## src/rtl/sum_offset_calibrator_pkg.sv

```systemverilog
// Shared state encoding and arithmetic helpers for the SUM offset calibrator.
// Also used by the offset/scale datapath adders for saturation.
package sum_offset_calibrator_pkg;

  typedef enum logic [2:0] {
    IDLE,
    ACCUM,
    COMPUTE,
    APPLY,
    SETTLE
  } cal_state_t;

  // Accumulator width that cannot overflow for 2^log2_n samples of in_w bits.
  function automatic int unsigned acc_w(input int unsigned in_w, input int unsigned log2_n);
    return in_w + log2_n;
  endfunction

  // Clamp a sign-extended value to the signed range of the given width.
  function automatic longint sat_signed(input longint value, input int unsigned width);
    longint max_v;
    longint min_v;
    max_v = (longint'(1) <<< (width - 1)) - 1;
    min_v = -(longint'(1) <<< (width - 1));
    if (value > max_v) return max_v;
    if (value < min_v) return min_v;
    return value;
  endfunction

endpackage

```

## src/rtl/sum_offset_calibrator_if.sv

```systemverilog
// Host- and datapath-facing signals of the SUM offset calibrator.
// The master side is the host; the calibrator connects to the slave side.
interface sum_offset_calibrator_if #(
  parameter int unsigned INPUT_BIT_SIZE = 16,
  parameter int unsigned COEFF_BIT_SIZE = 10
);
  logic signed [INPUT_BIT_SIZE-1:0] SUM;
  logic                             sum_valid;
  logic                             cal_start;
  logic                             cal_abort;
  logic signed [INPUT_BIT_SIZE-1:0] z_trim;
  logic        [COEFF_BIT_SIZE-1:0] staged_div_multiplier;
  logic        [COEFF_BIT_SIZE-1:0] staged_z_multiplier;
  logic                             commit;

  logic signed [INPUT_BIT_SIZE-1:0] div_offset;
  logic signed [INPUT_BIT_SIZE-1:0] z_offset;
  logic        [COEFF_BIT_SIZE-1:0] div_multiplier;
  logic        [COEFF_BIT_SIZE-1:0] z_multiplier;
  logic signed [INPUT_BIT_SIZE-1:0] cal_mean;
  logic                             busy;
  logic                             done;
  logic                             aborted;
  logic                             saturated;

  modport master (
    output SUM, sum_valid, cal_start, cal_abort, z_trim,
           staged_div_multiplier, staged_z_multiplier, commit,
    input  div_offset, z_offset, div_multiplier, z_multiplier,
           cal_mean, busy, done, aborted, saturated
  );

  modport slave (
    input  SUM, sum_valid, cal_start, cal_abort, z_trim,
           staged_div_multiplier, staged_z_multiplier, commit,
    output div_offset, z_offset, div_multiplier, z_multiplier,
           cal_mean, busy, done, aborted, saturated
  );
endinterface

```

## src/rtl/sum_offset_calibrator_sample_averager.sv

```systemverilog
// Accumulates 2^LOG2_SAMPLES signed SUM samples and tracks the gap since the
// last sample; mean is the floor of the accumulated average.
module sum_offset_calibrator_sample_averager
  import sum_offset_calibrator_pkg::*;
#(
  parameter int unsigned INPUT_BIT_SIZE = 16,
  parameter int unsigned LOG2_SAMPLES   = 10,
  parameter int unsigned TIMEOUT_CYCLES = 65535
) (
  input  logic                             clk,
  input  logic                             reset,
  input  logic                             clear,
  input  logic                             valid,
  input  logic signed [INPUT_BIT_SIZE-1:0] SUM,
  output logic                             full,
  output logic                             timeout,
  output logic signed [INPUT_BIT_SIZE-1:0] mean
);
  localparam int unsigned ACC_W = acc_w(INPUT_BIT_SIZE, LOG2_SAMPLES);
  localparam int unsigned TO_W  = $clog2(TIMEOUT_CYCLES + 1);

  localparam logic [LOG2_SAMPLES:0] CNT_ONE  = (LOG2_SAMPLES + 1)'(1);
  localparam logic [TO_W-1:0]       TO_ONE   = TO_W'(1);
  localparam logic [TO_W-1:0]       TO_LIMIT = TO_W'(TIMEOUT_CYCLES);

  logic signed [ACC_W-1:0]  acc;
  logic [LOG2_SAMPLES:0]    count;
  logic [TO_W-1:0]          quiet_cycles;
  logic                     accept;

  assign accept = valid && !full;

  always_ff @(posedge clk or negedge reset) begin
    if (!reset) begin
      acc          <= '0;
      count        <= '0;
      quiet_cycles <= '0;
    end else if (clear) begin
      acc          <= '0;
      count        <= '0;
      quiet_cycles <= '0;
    end else begin
      if (accept) begin
        acc   <= acc + {{LOG2_SAMPLES{SUM[INPUT_BIT_SIZE-1]}}, SUM};
        count <= count + CNT_ONE;
      end
      if (valid) begin
        quiet_cycles <= '0;
      end else if (!timeout) begin
        quiet_cycles <= quiet_cycles + TO_ONE;
      end
    end
  end

  assign full    = count[LOG2_SAMPLES];
  assign timeout = (quiet_cycles == TO_LIMIT);
  // Taking the upper bits is the arithmetic shift right by LOG2_SAMPLES (floor).
  assign mean    = acc[ACC_W-1:LOG2_SAMPLES];

endmodule

```

## src/rtl/sum_offset_calibrator.sv

```systemverilog
// Calibration FSM and coefficient registers for the SUM offset/scale datapath:
// nulls SUM by averaging samples and applies host multipliers atomically with the offsets.
module sum_offset_calibrator
  import sum_offset_calibrator_pkg::*;
#(
  parameter int unsigned INPUT_BIT_SIZE     = 16,
  parameter int unsigned COEFF_BIT_SIZE     = 10,
  parameter int unsigned LOG2_SAMPLES       = 10,
  parameter int unsigned SETTLE_CYCLES      = 4,
  parameter int unsigned TIMEOUT_CYCLES     = 65535,
  parameter int unsigned DEFAULT_MULTIPLIER = 128
) (
  input logic                   clk,
  input logic                   reset,
  sum_offset_calibrator_if.slave bus
);
  localparam int unsigned SET_W = $clog2(SETTLE_CYCLES + 1);

  localparam logic [COEFF_BIT_SIZE-1:0] DEF_MULT = COEFF_BIT_SIZE'(DEFAULT_MULTIPLIER);
  localparam logic [SET_W-1:0]          SET_ONE  = SET_W'(1);
  localparam logic [SET_W-1:0]          SET_LAST = SET_W'(SETTLE_CYCLES);

  cal_state_t state;
  cal_state_t state_next;
  logic [SET_W-1:0] settle_cnt;

  logic clear_avg;
  logic do_compute;
  logic do_apply;
  logic finish_ok;
  logic finish_abort;

  logic                             avg_valid;
  logic                             avg_full;
  logic                             avg_timeout;
  logic signed [INPUT_BIT_SIZE-1:0] avg_mean;

  logic signed [INPUT_BIT_SIZE:0]   d_full;
  logic signed [INPUT_BIT_SIZE+1:0] zo_full;
  longint                           d_wide;
  longint                           zo_wide;
  logic signed [INPUT_BIT_SIZE-1:0] d_sat;
  logic signed [INPUT_BIT_SIZE-1:0] zo_sat;
  logic                             d_clip;
  logic                             zo_clip;

  logic signed [INPUT_BIT_SIZE-1:0] d_reg;
  logic signed [INPUT_BIT_SIZE-1:0] zo_reg;
  logic                             commit_pending;
  logic        [COEFF_BIT_SIZE-1:0] pend_div;
  logic        [COEFF_BIT_SIZE-1:0] pend_z;

  // Abort wins over a coincident sample, including the final one.
  assign avg_valid = bus.sum_valid && (state == ACCUM) && !bus.cal_abort;

  sum_offset_calibrator_sample_averager #(
    .INPUT_BIT_SIZE (INPUT_BIT_SIZE),
    .LOG2_SAMPLES   (LOG2_SAMPLES),
    .TIMEOUT_CYCLES (TIMEOUT_CYCLES)
  ) u_sample_averager (
    .clk     (clk),
    .reset   (reset),
    .clear   (clear_avg),
    .valid   (avg_valid),
    .SUM     (bus.SUM),
    .full    (avg_full),
    .timeout (avg_timeout),
    .mean    (avg_mean)
  );

  always_ff @(posedge clk or negedge reset) begin
    if (!reset) begin
      state      <= IDLE;
      settle_cnt <= '0;
    end else begin
      state <= state_next;
      if (state == SETTLE) settle_cnt <= settle_cnt + SET_ONE;
      else                 settle_cnt <= '0;
    end
  end

  always_comb begin
    state_next   = state;
    clear_avg    = 1'b0;
    do_compute   = 1'b0;
    do_apply     = 1'b0;
    finish_ok    = 1'b0;
    finish_abort = 1'b0;
    unique case (state)
      IDLE: begin
        if (bus.cal_start) begin
          state_next = ACCUM;
          clear_avg  = 1'b1;
        end
      end
      ACCUM: begin
        if (bus.cal_abort || avg_timeout) begin
          state_next   = IDLE;
          finish_abort = 1'b1;
        end else if (avg_full) begin
          state_next = COMPUTE;
        end
      end
      COMPUTE: begin
        if (bus.cal_abort) begin
          state_next   = IDLE;
          finish_abort = 1'b1;
        end else begin
          state_next = APPLY;
          do_compute = 1'b1;
        end
      end
      APPLY: begin
        do_apply = 1'b1;
        if (bus.cal_abort) begin
          state_next   = IDLE;
          finish_abort = 1'b1;
        end else begin
          state_next = SETTLE;
        end
      end
      SETTLE: begin
        if (bus.cal_abort) begin
          state_next   = IDLE;
          finish_abort = 1'b1;
        end else if (settle_cnt == SET_LAST) begin
          state_next = IDLE;
          finish_ok  = 1'b1;
        end
      end
      default: state_next = IDLE;
    endcase
  end

  // z offset is formed from the unclamped negated mean so the trim sees full precision.
  always_comb begin
    d_full  = -{avg_mean[INPUT_BIT_SIZE-1], avg_mean};
    zo_full = {d_full[INPUT_BIT_SIZE], d_full}
            + {{2{bus.z_trim[INPUT_BIT_SIZE-1]}}, bus.z_trim};
    d_wide  = sat_signed(longint'(d_full), INPUT_BIT_SIZE);
    zo_wide = sat_signed(longint'(zo_full), INPUT_BIT_SIZE);
    d_clip  = (d_wide != longint'(d_full));
    zo_clip = (zo_wide != longint'(zo_full));
    d_sat   = d_wide[INPUT_BIT_SIZE-1:0];
    zo_sat  = zo_wide[INPUT_BIT_SIZE-1:0];
  end

  always_ff @(posedge clk or negedge reset) begin
    if (!reset) begin
      bus.div_offset     <= '0;
      bus.z_offset       <= '0;
      bus.div_multiplier <= DEF_MULT;
      bus.z_multiplier   <= DEF_MULT;
      bus.cal_mean       <= '0;
      bus.busy           <= 1'b0;
      bus.done           <= 1'b0;
      bus.aborted        <= 1'b0;
      bus.saturated      <= 1'b0;
      d_reg              <= '0;
      zo_reg             <= '0;
      commit_pending     <= 1'b0;
      pend_div           <= '0;
      pend_z             <= '0;
    end else begin
      bus.busy    <= (state_next != IDLE);
      bus.done    <= finish_ok;
      bus.aborted <= finish_abort;

      if (clear_avg) begin
        bus.saturated <= 1'b0;
      end else if (do_compute && (d_clip || zo_clip)) begin
        bus.saturated <= 1'b1;
      end

      if (do_compute) begin
        bus.cal_mean <= avg_mean;
        d_reg        <= d_sat;
        zo_reg       <= zo_sat;
      end

      if (do_apply) begin
        bus.div_offset <= d_reg;
        bus.z_offset   <= zo_reg;
      end

      // A commit landing in the APPLY cycle itself is the newest one and wins.
      if (do_apply && (bus.commit || commit_pending)) begin
        bus.div_multiplier <= bus.commit ? bus.staged_div_multiplier : pend_div;
        bus.z_multiplier   <= bus.commit ? bus.staged_z_multiplier : pend_z;
        commit_pending     <= 1'b0;
      end else if (finish_abort) begin
        commit_pending <= 1'b0;
      end else if (bus.commit) begin
        if (state == IDLE) begin
          bus.div_multiplier <= bus.staged_div_multiplier;
          bus.z_multiplier   <= bus.staged_z_multiplier;
          commit_pending     <= 1'b0;
        end else begin
          commit_pending <= 1'b1;
          pend_div       <= bus.staged_div_multiplier;
          pend_z         <= bus.staged_z_multiplier;
        end
      end
    end
  end

endmodule

```

## src/flat_wrapper.sv

```systemverilog
// flat-port wrapper written by rule: the top's interface ports become plain ports
module sum_offset_calibrator_flat import sum_offset_calibrator_pkg::*;
#(
  parameter int unsigned INPUT_BIT_SIZE     = 16,
  parameter int unsigned COEFF_BIT_SIZE     = 10,
  parameter int unsigned LOG2_SAMPLES       = 10,
  parameter int unsigned SETTLE_CYCLES      = 4,
  parameter int unsigned TIMEOUT_CYCLES     = 65535,
  parameter int unsigned DEFAULT_MULTIPLIER = 128
)
  (clk, reset, bus_SUM, bus_sum_valid, bus_cal_start, bus_cal_abort, bus_z_trim, bus_staged_div_multiplier, bus_staged_z_multiplier, bus_commit, bus_div_offset, bus_z_offset, bus_div_multiplier, bus_z_multiplier, bus_cal_mean, bus_busy, bus_done, bus_aborted, bus_saturated);
  sum_offset_calibrator_if #(.INPUT_BIT_SIZE(INPUT_BIT_SIZE), .COEFF_BIT_SIZE(COEFF_BIT_SIZE)) bus_i ();
  input logic clk;
  input logic reset;
  input wire logic [$bits(bus_i.SUM)-1:0] bus_SUM;
  input wire logic [$bits(bus_i.sum_valid)-1:0] bus_sum_valid;
  input wire logic [$bits(bus_i.cal_start)-1:0] bus_cal_start;
  input wire logic [$bits(bus_i.cal_abort)-1:0] bus_cal_abort;
  input wire logic [$bits(bus_i.z_trim)-1:0] bus_z_trim;
  input wire logic [$bits(bus_i.staged_div_multiplier)-1:0] bus_staged_div_multiplier;
  input wire logic [$bits(bus_i.staged_z_multiplier)-1:0] bus_staged_z_multiplier;
  input wire logic [$bits(bus_i.commit)-1:0] bus_commit;
  output wire logic [$bits(bus_i.div_offset)-1:0] bus_div_offset;
  output wire logic [$bits(bus_i.z_offset)-1:0] bus_z_offset;
  output wire logic [$bits(bus_i.div_multiplier)-1:0] bus_div_multiplier;
  output wire logic [$bits(bus_i.z_multiplier)-1:0] bus_z_multiplier;
  output wire logic [$bits(bus_i.cal_mean)-1:0] bus_cal_mean;
  output wire logic [$bits(bus_i.busy)-1:0] bus_busy;
  output wire logic [$bits(bus_i.done)-1:0] bus_done;
  output wire logic [$bits(bus_i.aborted)-1:0] bus_aborted;
  output wire logic [$bits(bus_i.saturated)-1:0] bus_saturated;
  assign bus_i.SUM = bus_SUM;
  assign bus_i.sum_valid = bus_sum_valid;
  assign bus_i.cal_start = bus_cal_start;
  assign bus_i.cal_abort = bus_cal_abort;
  assign bus_i.z_trim = bus_z_trim;
  assign bus_i.staged_div_multiplier = bus_staged_div_multiplier;
  assign bus_i.staged_z_multiplier = bus_staged_z_multiplier;
  assign bus_i.commit = bus_commit;
  assign bus_div_offset = bus_i.div_offset;
  assign bus_z_offset = bus_i.z_offset;
  assign bus_div_multiplier = bus_i.div_multiplier;
  assign bus_z_multiplier = bus_i.z_multiplier;
  assign bus_cal_mean = bus_i.cal_mean;
  assign bus_busy = bus_i.busy;
  assign bus_done = bus_i.done;
  assign bus_aborted = bus_i.aborted;
  assign bus_saturated = bus_i.saturated;
  sum_offset_calibrator #(.INPUT_BIT_SIZE(INPUT_BIT_SIZE), .COEFF_BIT_SIZE(COEFF_BIT_SIZE), .LOG2_SAMPLES(LOG2_SAMPLES), .SETTLE_CYCLES(SETTLE_CYCLES), .TIMEOUT_CYCLES(TIMEOUT_CYCLES), .DEFAULT_MULTIPLIER(DEFAULT_MULTIPLIER)) u_core (.clk(clk), .reset(reset), .bus(bus_i));
endmodule
```

## config.mk

```make
export PLATFORM = sky130hd
export DESIGN_NAME = sum_offset_calibrator_flat
export DESIGN_NICKNAME = d
export VERILOG_FILES = /design/src/rtl/sum_offset_calibrator_pkg.sv /design/src/rtl/sum_offset_calibrator_if.sv /design/src/rtl/sum_offset_calibrator_sample_averager.sv /design/src/rtl/sum_offset_calibrator.sv /design/src/flat_wrapper.sv
export SDC_FILE = /design/constraint.sdc
export NUM_CORES = 1
export LEC_CHECK = 0
export ABC_CLOCK_PERIOD_IN_PS = 5600
export CELL_PAD_IN_SITES_DETAIL_PLACEMENT = 1
export CELL_PAD_IN_SITES_GLOBAL_PLACEMENT = 1
export CORE_AREA = 10 10 120 231
export CTS_BUF_LIST = sky130_fd_sc_hd__clkbuf_16
export DETAILED_ROUTE_END_ITERATION = 8
export DIE_AREA = 0 0 130 241
export PLACE_DENSITY = 0.84
export RECOVER_POWER = 50
export SLEW_MARGIN = 20
export SYNTH_ARGS = -nofsm -noshare
export SYNTH_HDL_FRONTEND = slang
export SYNTH_SLANG_ARGS = --single-unit
```

## constraint.sdc

```tcl
create_clock -name clk -period 5.6 [get_ports clk]
set_input_delay 0.56 -clock clk [delete_from_list [all_inputs] [get_ports clk]]
set_output_delay 0.56 -clock clk [all_outputs]
set_load 0.02 [all_outputs]
```

* Word level (Yosys, flattened, before mapping)
Cells that the tools add are included. Widths: inputs -> output; s select.
Word-level totals: bits in registers 184, input bits 58, output and inout bits 72
Cells by class: add/sub/neg operators 6, order comparisons 4, equal/unequal tests 10, muxes and demuxes 57, bitwise logic cells 3, reduce and logical (&&, ||, !) cells 20
Operators by type and width (number):
- $mux 64 | 6
- $mux 10 | 10
- $ne 64x17->1 | 1
- $ne 64x18->1 | 1
- $mux 26 | 2
- $mux 16 | 3
- $mux 15 | 2
- $add 26x26->26 | 1
- $mux 1 | 22
- $mux 11 | 2
- $mux 3 | 7
- $add 17x16->18 | 1
- $gt 18x16->1 const B | 1
- $lt 18x16->1 const B | 1
- $gt 17x16->1 const B | 1
- $lt 17x16->1 const B | 1
- $neg 17->17 | 1
- $add 16x1->16 const B | 1
- $eq 16x16->1 const B | 1
- $pmux 3 s5 | 1
- $add 11x1->11 const B | 1
- $reduce_bool 2->1 | 4
- $eq 3x2->1 const B | 2
- $eq 3x3->1 const B | 2
- other kinds (15) | 25

* Depth between registers and ports, before layout
Gate-level depths: netlist of the first run.
word-level depth 12, depth in mapped cells 20, mapped depth without buffers 18

* Cells and area by module
Synthesis of the first run repeated with hierarchy kept, for this count alone.
Second synthesis, totals: cell total of the unflattened synthesis 1071, area, all modules 10423.7 µm²
By module, submodules not included:
- sum_offset_calibrator | instances 1, cells an instance 637, area an instance 6626.4 µm², sequential area each 3280.6 µm²
- sum_offset_calibrator_sample_averager | instances 1, cells an instance 434, area an instance 3797.4 µm², sequential area each 1326.3 µm²

* Worst setup path before layout of the first run
No wires, ideal clock.
kind reg-to-reg, from register u_core.u_sample_averager.acc[10], to register u_core.zo_reg[10], setup time 0.121 ns, arrival time 3.889 ns, path slack 1.590 ns, cell stages (with the launch flop) 18, path buffers 2, clock period less this slack 4.010 ns, cell sequence dfrtp_1 -> inv_1 -> ha_1 -> clkbuf_1 -> nand3_1 -> or3_1 -> xor2_1 -> ha_1 -> and2_1 -> nand3_1 -> o21a_1 -> or4_1 -> nand4_2 -> nand2_1 -> ha_1 -> clkbuf_1 -> nor2_1 -> o22a_1
Between the ends: word-level cells in the longest chain between the ends 7, elaborated cells on any way between the ends 11
Ends and longest elaborated chain:
- start, declared | line sum_offset_calibrator_sample_averager.sv:26 | logic signed [ACC_W-1:0] acc;
- start signal, assigned | line sum_offset_calibrator_sample_averager.sv:44 | acc <= acc + {{LOG2_SAMPLES{SUM[INPUT_BIT_SIZE-1]}}, SUM};
- $neg 17->17 (*) | line sum_offset_calibrator.sv:137 | d_full = -{avg_mean[INPUT_BIT_SIZE-1], avg_mean};
- $add 17x16->18 (*) | line sum_offset_calibrator.sv:139 | + {{2{bus.z_trim[INPUT_BIT_SIZE-1]}}, bus.z_trim};
- $gt 18x16->1 or $lt 18x16->1 (tied branches) | line sum_offset_calibrator_pkg.sv:24, sum_offset_calibrator_pkg.sv:25
- $mux 15 or $mux 1 (tied branches) | line sum_offset_calibrator_pkg.sv:24, sum_offset_calibrator_pkg.sv:25
- $mux 64 or $mux 1 (tied branches) | line sum_offset_calibrator_pkg.sv:25 | if (value < min_v) return min_v;
- $mux 64 | line sum_offset_calibrator_pkg.sv:26 | return value;
- $mux 64 (*) | line sum_offset_calibrator_pkg.sv:25
- end signal, assigned | line sum_offset_calibrator.sv:178 | zo_reg <= zo_sat;
- end, declared | line sum_offset_calibrator.sv:48 | logic signed [INPUT_BIT_SIZE-1:0] zo_reg;
Every way passes the cells marked *; elsewhere a longest branch is shown, timed or not. The select of a mux whose other input is x is not followed. A chain may end at the register's enable or synchronous reset.

* Final worst setup path of the first run
from register u_core.u_sample_averager.acc[10], to register u_core.bus.saturated
Between the ends: word-level cells in the longest chain between the ends 11, elaborated cells on any way between the ends 25
Ends and longest elaborated chain:
- $neg 17->17 (*) | line sum_offset_calibrator.sv:137
- $add 17x16->18 | line sum_offset_calibrator.sv:139
- $gt 18x16->1 or $lt 18x16->1 (tied branches) | line sum_offset_calibrator_pkg.sv:24, sum_offset_calibrator_pkg.sv:25
- $mux 15 or $mux 1 (tied branches) | line sum_offset_calibrator_pkg.sv:24, sum_offset_calibrator_pkg.sv:25
- $mux 64 or $mux 1 (tied branches) | line sum_offset_calibrator_pkg.sv:25
- $mux 64 | line sum_offset_calibrator_pkg.sv:26
- $mux 64 | line sum_offset_calibrator_pkg.sv:25
- $ne 64x18->1 | line sum_offset_calibrator.sv:143 | zo_clip = (zo_wide != longint'(zo_full));
- $logic_or 1x1->1 (*) | line sum_offset_calibrator.sv:171 | end else if (do_compute && (d_clip || zo_clip)) begin
- $logic_and 1x1->1 (*) | line sum_offset_calibrator.sv:171
- $reduce_bool 2->1 (no source line) (*)
- end signal, assigned | line sum_offset_calibrator.sv:158 | bus.saturated <= 1'b0;
- end signal, assigned | line sum_offset_calibrator.sv:170 | bus.saturated <= 1'b0;
- end signal, assigned | line sum_offset_calibrator.sv:172 | bus.saturated <= 1'b1;
- end, declared | line sum_offset_calibrator_if.sv:37 | cal_mean, busy, done, aborted, saturated
Marks and branches as above.

==> run_results.csv, run 1 <==
group,metric,value,unit
clock_tree,clkTransAtPathRegs,0.07,ns
worst_setup_path,worst-path-max-fanout,16,
cells_and_area,drive_above_1_share,10.4,%
clock_tree,clock-sinks,184,
detailed_routing,drt_iter0_markers,387,
outcome,status,"finished, violations left",
global_route,antenna_found_initial,0,
detailed_routing,antenna_left,0,
timing,tightest_slew,4.43,ns
timing,setup_tns,0,ns
detailed_routing,routed_via_density,5.76,
synthesis,ys_seq_area_share,44.1,%
synthesis,synth_edf_count,0,
worst_setup_path,crit_chain,"inv_1 > ha_1 > nand3_1 > or3_1 > xor2_1 > ha_1 > and2_1 > nand3_1 > o21a_1 > or4_1 > nand4_2 > nand2_1 > ha_1 > nor2_1 > nor2_1 > o21ai_0 > o311ai_1",
detailed_routing,wl_per_cell,21.4,um
worst_setup_path,worst-path-stages,17,
clock_tree,clk_latency,0.45,ns
synthesis,ys_types,80,
floorplan,dieHeight,241,um
cells_and_area,fin_util,52.8,%
floorplan,die_area,31300,um^2
timing,rsz0062_at_grt,"false",
power,total_power,6.36,mW
cells_and_area,largest_register,"u_core.u_sample_averager.acc",
power,combPwrFrac,52.0,%
detailed_routing,vias,8629,
global_route,grt_max_degree,82,
synthesis,syn_inst,1087,
power,pwr-share-seq,27.5,%
synthesis,synth_top_flop_cell,"dfrtp_1",
worst_setup_path,start_kind,"register",
timing,slew-limit-headroom,-195,%
timing,hold_viol_final,0,
global_route,grt_pass1_vias,9538,
power,peakVddDrop,208,uV
cells_and_area,finalNonFillerCells,1498,
cells_and_area,seqCellArea,4610,um^2
flow_run,drv_cap,3,
worst_setup_path,cp-end-kind,"register",
power,pwr_density_cell,506,nW/um^2
detailed_routing,drtPass1Iterations,4,
worst_setup_path,worstPathRequired,5.86,ns
outcome,violations,"capacitance limit, slew limit",
synthesis,syn-cell-area,10400,um^2
min_path,hold_path_depth,2,
timing,finalMaxSlewViolations,154,
clock_tree,hold_buffers,0,
floorplan,rows,80,
clock_tree,numCtsBuffers,17,
power,p_int,3.59,mW
synthesis,syn_avg_cell_area,9.61,um^2
worst_setup_path,crit_buf_inv,1,
worst_setup_path,max_stage_delay,0.51,ns
detailed_routing,wirelength,32000,um
cells_and_area,multi_input_area,5540,um^2
power,p_leak,5.69,nW
cells_and_area,diodes,0,
timing,fmax,214,MHz
power,p_sw,2.77,mW
timing,min_period,4.67,ns
cells_and_area,nets,1307,
placement,port_buffers,129,
detailed_routing,drcViolationCount,0,
global_route,track_usage,20.9,%
floorplan,core_region_area,23800,um^2
timing,finClkSkew,0.0104,ns
synthesis,syn_nets,1196,
worst_setup_path,rr_worst_depth,17,
synthesis,synth_seq_cells,184,
cells_and_area,nFillCells,2701,
clock_tree,cts_tree,"yes",
cells_and_area,syn2layout_area_growth,20.5,%
floorplan,start_util,43.8,%
timing,setup_viol,0,
power,p_clk_share,20.5,%
worst_setup_path,worstPathArrival,4.93,ns
floorplan,ioPinCount,130,
floorplan,dieWidth,130,um
power,power.share.switching,43.6,%
clock_tree,root_buffer,"clkbuf_16",
placement,gp_congestion,0.963,
synthesis,async_flop_share,100,%
worst_setup_path,crit_path_top_delay_cell,"dfrtp_1",
timing,min_period_over_period,83.5,%
placement,hpwl,24200,um
clock_tree,cts_setup_buffers,0,
clock_tree,htree_levels,4,
placement,post-place-cells,1466,
global_route,grt.overflow.total,0,
synthesis,synth_warnings,0,
clock_tree,cts_buffer_depth,2,
global_route,grt_first_pass_wirelength,51000,um
min_path,hp-class,"reg2reg",
worst_setup_path,cp_common_cell,"ha_1",
worst_setup_path,path_class,"reg2reg",
worst_setup_path,crit_family,"simple AND/OR/NAND/NOR gates",
clock_tree,post_cts_resized,0,
cells_and_area,largest_reg_flops,26,
==> tightest hold or removal path: cells and delay by family, from the launching register on <==
kind,cells,cell delay (ns)
flops,1,0.34
simple gates,2,0.10
==> synth_stat cells, types with 23 or more instances <==
library cell    n  area (um^2)
o21ai_0        42          210
ha_1           49          613
nor3_1         27          135
mux2i_1        23          230
xor2_1         30          263
nand3_1        43          215
inv_1          25         93.8
nor2_1         96          360
nand2_1       139          522
mux2_2         52          586
a21oi_1        84          420
clkbuf_1       32          120
dfrtp_1       182         4550
==> layout make-up <==
cell class	count	share of cell area, %
Clock buffer	17	3.38
Clock inverter	15	1.55
Inverter	25	0.746
Multi-Input combinational cell	830	44.0
Sequential cell	184	36.6
Tap cell	287	2.85
Timing Repair Buffer	140	10.8
==> layer usage <==
metal | wire (um) | up-vias | global-route usage (%)
li1 | - | 4088 | -
met1 | 11300 | 4327 | 20.6
met2 | 18200 | 147 | 39.2
met3 | 785 | 67 | 3.12
met4 | 1810 | 0 | 13.5
met5 | 0 | - | 0
==> cell usage in the layout (no fill, tap or decap), types with 17 or more instances in the layout <==
master,n
dfrtp_1,182
xnor2_1,19
a21oi_1,83
ha_1,49
clkdlybuf4s50_1,127
nand2_1,139
o21ai_0,42
clkbuf_16,17
mux2_2,52
inv_1,27
mux2i_1,23
nor2_1,96
nand3_1,43
xor2_1,30
nor3_1,27
==> final timing paths <==
kind / startpoint / endpoint / slack (ns)
setup / recovery: u_core.u_sample_averager.acc[10] / u_core.bus.saturated / 0.93
hold / removal: u_core.bus.cal_mean[9] / u_core.bus.cal_mean[9] / 0.48
setup reg to reg: u_core.u_sample_averager.acc[10] / u_core.bus.saturated / 0.93
hold reg to reg: u_core.bus.cal_mean[9] / u_core.bus.cal_mean[9] / 0.48
max in group asynchronous: reset / u_core.bus.div_multiplier[3] / 1.43
min in group asynchronous: reset / u_core.bus.z_offset[6] / 1.66
==> cells by family (layout without fill, tap and decap cells) <==
logic type	count (synthesis)	after routing	share of synthesized area, %
adders and majority gates	51	51	6.25
muxes	75	75	7.81
buffers and inverters	73	197	3.00
and+or+nand+nor	418	418	20.0
AOI/OAI and AO/OA	237	237	14.7
xor gates and xnor gates	49	49	4.11
DFF	184	184	44.1
==> per-stage QoR <==
step	hold slack [ns]	area [um^2]	worst slack, ns
2_1_floorplan	0.264	10400	1.59
3_3_place_gp	0.452	12000	1.22
3_5_place_dp	0.462	12000	1.01
4_1_cts	0.151	12600	0.982
5_1_grt	0.510	12600	0.528
6_report	0.476	12600	0.927
==> power by group through the flow <==
stage,Clock [mW],Combinational (mW),Sequential [mW]
3_5_place_dp,0,3.27,1.78
2_1_floorplan,0,2.27,1.76
5_1_grt,1.38,3.61,1.79
6_report,1.30,3.31,1.75
4_1_cts,1.33,3.29,1.75
3_3_place_gp,0,3.17,1.76
No activity file was read; power rests on OpenSTA's default activity.
==> run 2, diff against run 1 <==
--- a/config.mk
+++ b/config.mk
@@ -5,14 +5,14 @@
 export SDC_FILE = /design/constraint.sdc
 export NUM_CORES = 1
 export LEC_CHECK = 0
-export ABC_CLOCK_PERIOD_IN_PS = 5600
+export ABC_CLOCK_PERIOD_IN_PS = 3950
 export CELL_PAD_IN_SITES_DETAIL_PLACEMENT = 1
 export CELL_PAD_IN_SITES_GLOBAL_PLACEMENT = 1
-export CORE_AREA = 10 10 120 231
+export CORE_AREA = 10 10 127 245
 export CTS_BUF_LIST = sky130_fd_sc_hd__clkbuf_16
 export DETAILED_ROUTE_END_ITERATION = 8
-export DIE_AREA = 0 0 130 241
-export PLACE_DENSITY = 0.84
+export DIE_AREA = 0 0 137 255
+export PLACE_DENSITY = 0.78
 export RECOVER_POWER = 50
 export SLEW_MARGIN = 20
 export SYNTH_ARGS = -nofsm -noshare
==> constraint.sdc (replaced) <==
create_clock -name clk -period 3.95 [get_ports clk]
set_input_delay 0.395 -clock clk [delete_from_list [all_inputs] [get_ports clk]]
set_output_delay 0.395 -clock clk [all_outputs]
set_load 0.02 [all_outputs]
==> run 2 against run 1 <==
The flow still finishes with violations (capacitance limit, slew limit); via count is 4.0% higher; cell area rose by 4.2%; non-clock buffer count is 46 higher; core utilization fell by 4.8 points; global-route usage decreased by 2.1 points; sequential power is 41% higher; critical path depth fell by 3; sequential share of layout area down 1.5 points.
==> run_results.csv, run 2 (synthesis gave the netlist of run 1 again) <==
group,metric,value,unit
outcome,status,"finished, violations left",
outcome,violations,"capacitance limit, slew limit",
timing,finClkSkew,0.0108,ns
worst_setup_path,cp-end-kind,"register",
worst_setup_path,cp-endpoint,"u_core.bus.saturated",
timing,setup_tns,0,ns
placement,port_buffers,129,
timing,slew-limit-headroom,-65.0,%
cells_and_area,mostFrequentLayoutCell,"dfrtp_1",
power,p_int,5.50,mW
cells_and_area,syn2layout_area_growth,25.5,%
timing,whs,0.489,ns
clock_tree,clkTransAtPathRegs,0.07,ns
clock_tree,htree_levels,4,
placement,dp_slack,0.0112,ns
cells_and_area,nets,1353,
worst_setup_path,worst_r2r_startpoint,"u_core.u_sample_averager.acc[15]",
floorplan,die_area,34900,um^2
worst_setup_path,worst-path-max-fanout,3,
detailed_routing,vias,8978,
power,p_clk_share,17.5,%
global_route,grt_first_pass_wirelength,52400,um
power,p_leak,5.91,nW
timing,min_period,3.90,ns
timing,finalMaxSlewViolations,131,
timing,min_period_over_period,98.8,%
floorplan,dieHeight,255,um
clock_tree,numCtsBuffers,17,
floorplan,rows,86,
worst_setup_path,worstPathRequired,4.27,ns
global_route,busiest_layer,"met2",
detailed_routing,routed_via_density,5.58,
power,combPwrFrac,57.0,%
timing,fin_ws,0.0491,ns
worst_setup_path,crit_start,"u_core.u_sample_averager.acc[15]",
detailed_routing,drtPass1Iterations,4,
worst_setup_path,start_kind,"register",
global_route,grt.overflow.total,0,
worst_setup_path,rr_worst_depth,14,
clock_tree,cts_buffer_depth,2,
global_route,antenna_found_initial,0,
clock_tree,root_buffer,"clkbuf_16",
worst_setup_path,r2r_end,"u_core.bus.saturated",
cells_and_area,drive_above_1_share,15.6,%
floorplan,core_region_area,27300,um^2
power,power.share.switching,43.0,%
global_route,track_usage,18.9,%
worst_setup_path,rrSetupSlack,0.05,ns
global_route,met3_usage,3.66,%
timing,hold_viol_final,0,
power,p_sw,4.15,mW
floorplan,dieWidth,137,um
clock_tree,clock-sinks,184,
clock_tree,hold_buffers,0,
min_path,hold_start,"u_core.bus.cal_mean[12]",
placement,hpwl,24500,um
timing,fmax,256,MHz
floorplan,start_util,38.2,%
detailed_routing,drt_iter0_markers,466,
cells_and_area,largest_reg_flops,26,
global_route,grt_max_degree,97,
power,pwr_density_cell,736,nW/um^2
clock_tree,cts_tree,"yes",
flow_run,drv_cap,2,
global_route,grt_use_met2,32.6,%
detailed_routing,antenna_left,0,
global_route,grt_use_met1,22.1,%
detailed_routing,wl_per_cell,20.4,um
placement,gp_congestion,0.912,
cells_and_area,largest_register,"u_core.u_sample_averager.acc",
floorplan,ioPinCount,130,
global_route,grt_pass1_vias,9716,
min_path,hp-class,"reg2reg",
worst_setup_path,path_class,"reg2reg",
power,pwr-share-seq,25.4,%
power,peakVddDrop,439,uV
timing,setup_viol,0,
clock_tree,clk_latency,0.46,ns
detailed_routing,wirelength,32800,um
worst_setup_path,worstPathArrival,4.22,ns
cells_and_area,nFillCells,3115,
timing,tightest_slew,2.48,ns
detailed_routing,drcViolationCount,0,
timing,rsz0062_at_grt,"true",
cells_and_area,diodes,0,
cells_and_area,final_cell_mix,"dfrtp_1, nand2_1, clkdlybuf4s50_1",
run 2: changes by cell type in the layout (fill, tap and decap cells not counted), sizes merged:
| cell | before | now |
|---|---|---|
| buf | 9 | 55 |
| clkinv | 4 | 9 |
| bufinv | 4 | 1 |
| inv | 32 | 29 |
| clkdlybuf4s50 | 127 | 128 |
| clkinvlp | 0 | 1 |
| dlygate4sd3 | 1 | 0 |
run 2: stage by stage:
step,instances,power (mW),util (%),cell area (um^2)
after CTS,1597,9.18,47.3,12900
final,1609,9.65,48.0,13100
after floorplan,1087,5.73,-,10400
after global routing,1609,10.3,48.0,13100
after global placement,1565,7.23,45.1,12300
after detailed placement,1565,7.43,45.1,12300
run 2: power groups by stage:
stage          logic [mW]  registers (mW)  clock network [mW]
2_1_floorplan        3.23            2.50                   0
3_3_place_gp         4.78            2.45                   0
3_5_place_dp         4.95            2.48                   0
4_1_cts              4.99            2.45                1.73
5_1_grt              6.04            2.50                1.80
6_report             5.51            2.46                1.69
run 2: final cells by class:
type / count / area [um^2] / share of cell area (%)
flip-flops and latches: 184 / 4610 / 35.1
well taps: 352 / 440 / 3.36
clock inverters: 15 / 148 / 1.13
repair buffers: 186 / 1740 / 13.2
clock buffers: 17 / 425 / 3.24
multi-input cells: 830 / 5660 / 43.2
inverters: 25 / 93.8 / 0.716
run 2: layer usage:
metal	part of all wire [%]	wire length, um
met3	4.3	1400
met1	40	13300
met2	52	17000
met4	3.5	1140
met5	0	0
run 2: how the worst min path moves through the flow:
| stage | to | cells after the start |
|---|---|---|
| after detailed placement | u_core.bus.cal_mean[9] | 2 |
| final | u_core.bus.cal_mean[12] | 2 |
| after CTS | u_core.bus.z_offset[6] | 1 |
| after global placement | u_core.settle_cnt[0] | 1 |
| after global routing | u_core.bus.div_offset[2] | 1 |
| after floorplan | u_core.bus.aborted | 0 |
run 2: what timing repair did:
item | 4_1_cts | 5_1_grt
buffers inserted | 0 | 12
gates resized for setup | 2 | 24
pin swaps | 0 | 14
endpoints found under the setup margin | 1 | 16
run 2: critical path, cell delays in order (launching register included):
cell	delay [ns]
dfrtp_1	0.42
nor3_4	0.24
buf_4	0.16
nand3_2	0.09
or3_4	0.34
xor2_2	0.16
ha_1	0.34
a211o_1	0.35
a2111o_1	0.46
a21oi_1	0.25
o21bai_1	0.16
o2bb2a_1	0.25
nand4_1	0.15
o21ai_0	0.26
o311ai_1	0.14
==> run 3, diff against run 2 <==
--- a/config.mk
+++ b/config.mk
@@ -8,11 +8,12 @@
 export ABC_CLOCK_PERIOD_IN_PS = 3950
 export CELL_PAD_IN_SITES_DETAIL_PLACEMENT = 1
 export CELL_PAD_IN_SITES_GLOBAL_PLACEMENT = 1
-export CORE_AREA = 10 10 127 245
+export CORE_AREA = 10 10 207 150
 export CTS_BUF_LIST = sky130_fd_sc_hd__clkbuf_16
+export CTS_CLUSTER_SIZE = 14
 export DETAILED_ROUTE_END_ITERATION = 8
-export DIE_AREA = 0 0 137 255
-export PLACE_DENSITY = 0.78
+export DIE_AREA = 0 0 217 160
+export PLACE_DENSITY = 0.79
 export RECOVER_POWER = 50
 export SLEW_MARGIN = 20
 export SYNTH_ARGS = -nofsm -noshare
==> run 3 against run 2 <==
The flow still finishes with violations (capacitance limit, slew limit); cell count increased by 1.6%; combinational power increased by 13%; cell area increased by 0.94%; critical path depth increased by 3; worst setup slack got worse by 0.0025 ns; critical path type unchanged; largest cell class unchanged; highest routed layer unchanged.
==> run_results.csv, run 3 (synthesis gave the netlist of run 1 again) <==
group,metric,value,unit
worst_setup_path,max_stage_delay,0.47,ns
detailed_routing,antenna_left,0,
worst_setup_path,rr_worst_depth,17,
timing,whs,0.485,ns
detailed_routing,drt_iter0_markers,765,
placement,port_buffers,129,
worst_setup_path,crit_buf_inv,1,
timing,rsz0062_at_grt,"true",
clock_tree,clock-sinks,184,
min_path,hold_start,"u_core.bus.cal_mean[0]",
floorplan,dieWidth,217,um
floorplan,dieHeight,160,um
outcome,violations,"capacitance limit, slew limit",
clock_tree,hold_buffers,0,
cells_and_area,syn2layout_area_growth,26.7,%
clock_tree,htree_levels,4,
placement,gp_congestion,0.903,
worst_setup_path,r2r_end,"u_core.zo_reg[8]",
worst_setup_path,rrSetupSlack,0.05,ns
cells_and_area,diodes,0,
worst_setup_path,start_kind,"register",
floorplan,start_util,38.2,%
worst_setup_path,worstPathRequired,4.28,ns
detailed_routing,wirelength,33400,um
detailed_routing,vias,9092,
timing,tightest_slew,2.59,ns
power,pwr_density_cell,784,nW/um^2
cells_and_area,largest_register,"u_core.u_sample_averager.acc",
worst_setup_path,cp-end-kind,"register",
cells_and_area,nets,1359,
timing,min_period_over_period,98.8,%
detailed_routing,routed_via_density,5.56,
cells_and_area,nFillCells,3114,
timing,fmax,256,MHz
global_route,track_usage,18.9,%
min_path,hold_end,"u_core.bus.cal_mean[0]",
global_route,grt_max_degree,104,
clock_tree,clkTransAtPathRegs,0.08,ns
outcome,status,"finished, violations left",
placement,dp_slack,-0.109,ns
timing,setup_viol,0,
worst_setup_path,crit_path_top_delay_cell,"or4_4",
global_route,antenna_found_initial,0,
floorplan,core_region_area,27300,um^2
cells_and_area,mostFrequentLayoutCell,"dfrtp_1",
min_path,hold_path_depth,2,
clock_tree,clk_latency,0.45,ns
worst_setup_path,worst-path-max-fanout,15,
worst_setup_path,worstPathArrival,4.23,ns
worst_setup_path,worst_r2r_startpoint,"u_core.u_sample_averager.acc[17]",
detailed_routing,drtPass1Iterations,5,
placement,hpwl,24300,um
detailed_routing,drcViolationCount,0,
timing,finClkSkew,0.0155,ns
clock_tree,numCtsBuffers,17,
min_path,hp-class,"reg2reg",
cells_and_area,largest_reg_flops,26,
detailed_routing,wl_per_cell,20.5,um
timing,finalMaxSlewViolations,174,
timing,slew-limit-headroom,-73.0,%
cells_and_area,drive_above_1_share,16.5,%
cells_and_area,final_cell_mix,"dfrtp_1, nand2_1, clkdlybuf4s50_1",
timing,min_period,3.90,ns
flow_run,drv_cap,3,
clock_tree,cts_buffer_depth,2,
timing,fin_ws,0.0467,ns
timing,hold_viol_final,0,
power,peakVddDrop,481,uV
global_route,grt.overflow.total,0,
worst_setup_path,crit_family,"simple AND/OR/NAND/NOR gates",
floorplan,die_area,34700,um^2
worst_setup_path,path_class,"reg2reg",
global_route,grt_first_pass_wirelength,53200,um
worst_setup_path,crit_chain,"nor3_4 > nand3_2 > or4_4 > nor3_2 > xnor2_1 > ha_1 > o21ai_1 > nand2b_1 > nand3_1 > o311a_1 > o2111ai_2 > nor2_2 > nand2_2 > ha_4 > buf_12 > nor2_1 > o22a_1",
floorplan,ioPinCount,130,
power,p_leak,5.95,nW
clock_tree,cts_tree,"yes",
floorplan,rows,51,
global_route,grt_pass1_vias,9468,
clock_tree,root_buffer,"clkbuf_16",
-- run 3: changes by cell type in the layout (fill, tap and decap cells not counted), sizes merged --
cell,change
buf,+5
clkinv,-4
clkbuf,+1
inv,+3
clkinvlp,+1
-- run 3: worst max-delay path by stage --
stage	start	to	slack, ns	cells past startpoint
floorplan	u_core.u_sample_averager.acc[10]	u_core.zo_reg[13]	0.02	17
global placement	u_core.u_sample_averager.acc[13]	u_core.zo_reg[9]	0.10	15
detailed placement	u_core.u_sample_averager.acc[17]	u_core.zo_reg[11]	-0.11	15
CTS	u_core.u_sample_averager.acc[12]	u_core.zo_reg[9]	0.002	16
global route	u_core.u_sample_averager.acc[17]	u_core.zo_reg[8]	-0.09	17
finish	u_core.u_sample_averager.acc[17]	u_core.zo_reg[8]	0.05	17
-- run 3: worst reg2reg max path: stages, from the launching register on --
cell and delay, ns:
dfrtp_1 0.42, nor3_4 0.27, nand3_2 0.14, or4_4 0.47, nor3_2 0.18, xnor2_1 0.20, ha_1 0.31, o21ai_1 0.13
nand2b_1 0.16, nand3_1 0.14, o311a_1 0.19, o2111ai_2 0.17, nor2_2 0.21, nand2_2 0.10, ha_4 0.30, buf_12 0.14
nor2_1 0.07, o22a_1 0.20
-- run 3: layout make-up --
cell class	count	area, um^2	area share [%]
tap	371	464	3.51
clock inverter	15	139	1.05
sequential	184	4610	34.8
timing repair buffer	192	1770	13.4
inverter	25	93.8	0.709
multi-input combinational	830	5740	43.4
clock buffer	17	425	3.21
-- run 3: power breakdown --
group | internal [mW] | switching, mW | total [mW]
clock network | 0.884 | 0.835 | 1.72
logic | 2.67 | 3.56 | 6.22
registers | 2.21 | 0.232 | 2.44
total | 5.76 | 4.63 | 10.4
-- run 3: through the flow --
stage / instances / TNS, ns / utilization, % / area, um^2 / total power, mW
after floorplan: 1087 / 0 / - / 10400 / 5.73
after global placement: 1588 / 0 / 45.4 / 12400 / 7.58
after detailed placement: 1588 / -0.391 / 45.4 / 12400 / 7.76
after CTS: 1625 / 0 / 47.7 / 13000 / 9.70
after global routing: 1634 / -0.731 / 48.5 / 13200 / 11.0
final: 1634 / 0 / 48.5 / 13200 / 10.4
-- run 3: repair_timing --
item                       in CTS  in global routing
setup endpoints to repair      16                 16
pin swaps                       4                 15
setup buffers                   5                  9
gates cloned                    0                  0
gates resized for setup         8                 29
-- run 3: per-layer routing --
layer / part of all wire (%) / track usage [%] / routed length (um)
met2: 45 / 29.0 / 15000
met1: 48 / 26.8 / 16200
met3: 5.7 / 4.32 / 1910
met4: 1.0 / 3.42 / 340
met5: 0 / 0 / 0
